==> src/rtl/add32_pkg.sv <==
// Shared definitions for the multi-cycle 32-bit adder: FSM encoding and slice width.
package add32_pkg;

  localparam int unsigned SliceW = 16;

  typedef enum logic [1:0] {
    StIdle = 2'd0,
    StLo   = 2'd1,
    StHi   = 2'd2,
    StDone = 2'd3
  } state_e;

endpackage

==> src/rtl/add1.sv <==
// Single-bit full adder; the leaf cell of the ripple slice.
module add1 (
  input  logic a_i,
  input  logic b_i,
  input  logic ci_i,
  output logic s_o,
  output logic co_o
);

  assign s_o  = a_i ^ b_i ^ ci_i;
  assign co_o = (a_i & b_i) | (ci_i & (a_i ^ b_i));

endmodule

==> src/rtl/add16.sv <==
// 16-bit ripple-carry slice built from add1 cells.
module add16
  import add32_pkg::*;
(
  input  logic [SliceW-1:0] a_i,
  input  logic [SliceW-1:0] b_i,
  input  logic              ci_i,
  output logic [SliceW-1:0] s_o,
  output logic              co_o
);

  logic [SliceW:0] carry;

  assign carry[0] = ci_i;

  for (genvar i = 0; i < SliceW; i++) begin : g_bit
    add1 u_add1 (
      .a_i  (a_i[i]),
      .b_i  (b_i[i]),
      .ci_i (carry[i]),
      .s_o  (s_o[i]),
      .co_o (carry[i+1])
    );
  end

  assign co_o = carry[SliceW];

endmodule

==> src/rtl/add32_seq.sv <==
// Sequential 32-bit adder: one shared 16-bit slice used for the low half, then the high half,
// with a valid/ready handshake on both sides.
module add32_seq
  import add32_pkg::*;
#(
  parameter int unsigned W = 32
) (
  input  logic         clk,
  input  logic         resetn,
  input  logic         in_valid,
  output logic         in_ready,
  input  logic [W-1:0] a,
  input  logic [W-1:0] b,
  input  logic         cin,
  output logic         out_valid,
  input  logic         out_ready,
  output logic [W-1:0] sum,
  output logic         cout,
  output logic         ovf
);

  state_e state_q, state_d;

  logic [W-1:0] a_q, b_q, sum_q;
  logic         cin_q, carry_q, cout_q, ovf_q;
  logic         cap_en, lo_en, hi_en, hi_sel;

  logic [SliceW-1:0] add_a, add_b, add_s;
  logic              add_ci, add_co;

  always_comb begin
    state_d = state_q;
    cap_en  = 1'b0;
    lo_en   = 1'b0;
    hi_en   = 1'b0;
    unique case (state_q)
      StIdle: begin
        if (in_valid) begin
          cap_en  = 1'b1;
          state_d = StLo;
        end
      end
      StLo: begin
        lo_en   = 1'b1;
        state_d = StHi;
      end
      StHi: begin
        hi_en   = 1'b1;
        state_d = StDone;
      end
      StDone: begin
        if (out_ready) state_d = StIdle;
      end
      default: state_d = StIdle;
    endcase
  end

  // Slice operands are steered by state; only HI sees the upper halves and the slice carry.
  assign hi_sel = (state_q == StHi);
  assign add_a  = hi_sel ? a_q[W-1:SliceW] : a_q[SliceW-1:0];
  assign add_b  = hi_sel ? b_q[W-1:SliceW] : b_q[SliceW-1:0];
  assign add_ci = hi_sel ? carry_q : cin_q;

  add16 u_add16 (
    .a_i  (add_a),
    .b_i  (add_b),
    .ci_i (add_ci),
    .s_o  (add_s),
    .co_o (add_co)
  );

  always_ff @(posedge clk) begin
    if (!resetn) begin
      state_q <= StIdle;
      a_q     <= '0;
      b_q     <= '0;
      cin_q   <= 1'b0;
      carry_q <= 1'b0;
      sum_q   <= '0;
      cout_q  <= 1'b0;
      ovf_q   <= 1'b0;
    end else begin
      state_q <= state_d;
      if (cap_en) begin
        a_q   <= a;
        b_q   <= b;
        cin_q <= cin;
      end
      if (lo_en) begin
        sum_q[SliceW-1:0] <= add_s;
        carry_q           <= add_co;
      end
      if (hi_en) begin
        sum_q[W-1:SliceW] <= add_s;
        cout_q            <= add_co;
        ovf_q             <= (a_q[W-1] == b_q[W-1]) && (add_s[SliceW-1] != a_q[W-1]);
      end
    end
  end

  assign in_ready  = (state_q == StIdle);
  assign out_valid = (state_q == StDone);
  assign sum       = sum_q;
  assign cout      = cout_q;
  assign ovf       = ovf_q;

endmodule

==> config.mk <==
export PLATFORM = sky130hd
export DESIGN_NAME = add32_seq
export DESIGN_NICKNAME = d
export VERILOG_FILES = /design/src/rtl/add32_pkg.sv /design/src/rtl/add1.sv /design/src/rtl/add16.sv /design/src/rtl/add32_seq.sv
export SDC_FILE = /design/constraint.sdc
export NUM_CORES = 1
export LEC_CHECK = 0
export CAP_MARGIN = 10
export CORE_MARGIN = 2
export CORE_UTILIZATION = 63
export CTS_CLUSTER_DIAMETER = 200
export DETAILED_ROUTE_END_ITERATION = 8
export DONT_BUFFER_PORTS = 1
export GPL_TIMING_DRIVEN = 0
export PLACE_DENSITY_LB_ADDON = 0.25
export SLEW_MARGIN = 20
export SYNTH_ARGS = -nofsm -noshare
export SYNTH_HDL_FRONTEND = slang
export SYNTH_SLANG_ARGS = --single-unit
==> constraint.sdc <==
create_clock -name clk -period 10.54 [get_ports clk]
set_input_delay 3.162 -clock clk [delete_from_list [all_inputs] [get_ports clk]]
set_output_delay 3.162 -clock clk [all_outputs]
set_load 0.005 [all_outputs]
==> run metrics <==
IO Count 105; Root Driver clkbuf_8; vias after detailed routing 3318; fin area 0.005092 mm2; RR Endpoint ovf; crit path to ovf; gpl congestion 0.8386; Setup crit end kind flip-flop; Final Max Slew Viols 0; commonest non-fill, non-tap cell in the layout nand2_1; worst hold-check path type flip-flop to flip-flop; Area growth syn-to-layout 6.712%; TritonRoute pass-1 iters 4; Final ANT Viol Nets 0; most frequent cells in the layout nand2_1, dfxtp_1, a21boi_2, mux2i_1, o211a_1; setup TNS 0 ns; row cnt 31; Yosys top cell by area dfxtp_1; P per Cell Area 232.7 mW/mm2; reg2reg path depth 26; GR Overflow Total 0; critical path required time 10.84 ns; total CTS buffers 9; Sink Count 102; R2R setup slack 2.32 ns; Cell Area, Synth 0.004772 mm2; wirelength, routed 10600 um; RSZ-0062 raised after global routing false; Slew @ Worst Pin 0.4499 ns; CP startpoint state_q[0]; DRC viols 0; CTS tree done; IO Port Bufs 0; DIE WIDTH 91.03 um; hpwl dp 8157 um; largest cells by area after synthesis dfxtp_1, nand2_1, a21boi_2; WS Path Type flip-flop to flip-flop; CTS Hold Bufs 0; nets@finish 572; gate count of the mapped netlist 472; Max-Cap Viols 0; Die Ht 91.03 um; Critical Path Source Type flip-flop; vias in the first global route 3329; final worst path period share 0.7801; Worst VDD drop 0.0001039 V; Final setup viols 0; Slew headroom 0.7001; sequential cell area fraction in the yosys report 0.4279; clock-pin slew on the worst setup and hold paths 0.10 ns; synth unique cells 25; DRT iter0 DRCs 100; syn nets 561; launch point of the worst reg-to-reg path state_q[0]; die area 0.008286 mm2; htree depth 3; Placed Area 0.004896 mm2; achievable frequency 0.1216 GHz; leak pwr 2.004 nW; initial antenna violation count 0; routed vias/inst 5.662; total core area 0.007292 mm2; starting density of the core 0.6544; share of the synthesized area in the top cell type 0.4279; final hold violation count 0; gr usage total 0.2654; post-route minimum period 8.222 ns; critical path fanouts, max 10; clk buf depth 2; Setup Buffers After CTS 0; # diodes 0; Worst-Skew Late Latency 0.37 ns; largest net degree at the start of global routing 17; post-synthesis sequential element count 102; first-pass GRT wire length 16970 um; status complete, no violations; synth warn 0; CP arrival 8.53 ns; worst clock skew 0.01147 ns; Syn Area/Cell 10.11 um2; share of cells above drive strength 1 0.1992; post-cts resize count 0; Routed WL per cell 18.09 um
==> state kept, by name, indices dropped and copies added (netlist names) <==
register / flops
state_q: 2
a_q: 32
b_q: 32
cout: 1
carry_q: 1
cin_q: 1
sum: 32
ovf: 1
==> where the power goes <==
part	internal, mW	leakage, nW	switching (mW)
Sequential	0.468	0.836	0.0557
Clock	0.117	0.0964	0.133
Combinational	0.178	1.07	0.233
Total	0.763	2.00	0.422
==> synth_stat cells <==
library cell	n
fa_1	16
o21ai_0	1
dfxtp_1	102
buf_12	1
mux2i_1	36
buf_8	5
a21oi_1	1
nand3b_1	1
buf_4	8
nor2b_1	7
inv_1	6
buf_2	11
buf_6	3
nand2_1	161
clkbuf_1	7
o211a_1	28
a21boi_0	15
mux2_2	4
o31a_1	1
a21boi_2	50
a31oi_1	1
or3b_1	1
ha_1	4
and2_4	1
o21a_1	1
==> final cells by class <==
class,count,area [um2]
well taps,99,123.9
flip-flops and latches,102,2042
clock buffers,11,141.4
multi-input cells,329,2437
fillers,592,2200
clock inverters,4,55.05
inverters,6,22.52
plain buffers,35,270.3
==> worst min-delay path by stage <==
stage / startpoint / end / cells past startpoint
finish: a_q[14] / a_q[14] / 2
CTS: a_q[14] / a_q[14] / 2
global placement: b_q[14] / b_q[14] / 2
floorplan: b_q[9] / b_q[9] / 2
global route: a_q[18] / a_q[18] / 2
detailed placement: a_q[14] / a_q[14] / 2
==> kinds of logic after synthesis <==
| logic type | synth area share |
|---|---|
| AO/OA/AOI/OAI | 0.2071 |
| adder cells (fa/ha/maj) | 0.07761 |
| buffers and inverters | 0.06135 |
| flip-flops | 0.4279 |
| multiplexers | 0.08495 |
| AND/OR/NAND/NOR | 0.1411 |
==> critical path, stage by stage (launching register included) <==
cell	delay, ns
dfxtp_1	0.41
inv_1	0.09
ha_1	0.26
buf_4	0.21
buf_6	0.17
mux2i_1	0.18
fa_1	0.46
fa_1	0.40
fa_1	0.39
fa_1	0.39
fa_1	0.39
fa_1	0.39
fa_1	0.40
fa_1	0.39
fa_1	0.37
inv_1	0.08
fa_1	0.18
inv_1	0.06
fa_1	0.37
fa_1	0.40
fa_1	0.43
fa_1	0.40
fa_1	0.41
inv_1	0.09
fa_1	0.47
nand3b_1	0.20
a31oi_1	0.16
==> stage by stage <==
step	worst slack, ns	hold slack (ns)	instances	total power [mW]	utilization
2_1_floorplan	2.985	0.4410	472	0.8317	-
3_3_place_gp	2.588	0.4490	571	0.9237	0.6714
3_5_place_dp	2.404	0.4571	571	0.9408	0.6714
4_1_cts	2.364	0.4689	586	1.185	0.6984
5_1_grt	2.025	0.4835	586	1.254	0.6984
6_report	2.318	0.4655	586	1.185	0.6984
==> per-layer routing <==
metal	GRT usage	share of wire	vias up
met5	0	0	-
met4	0.1124	0.027	0
met3	0.08631	0.082	23
met2	0.4216	0.47	108
met1	0.3321	0.42	1599
li1	-	-	1588
No activity file was read; power rests on OpenSTA's default activity.
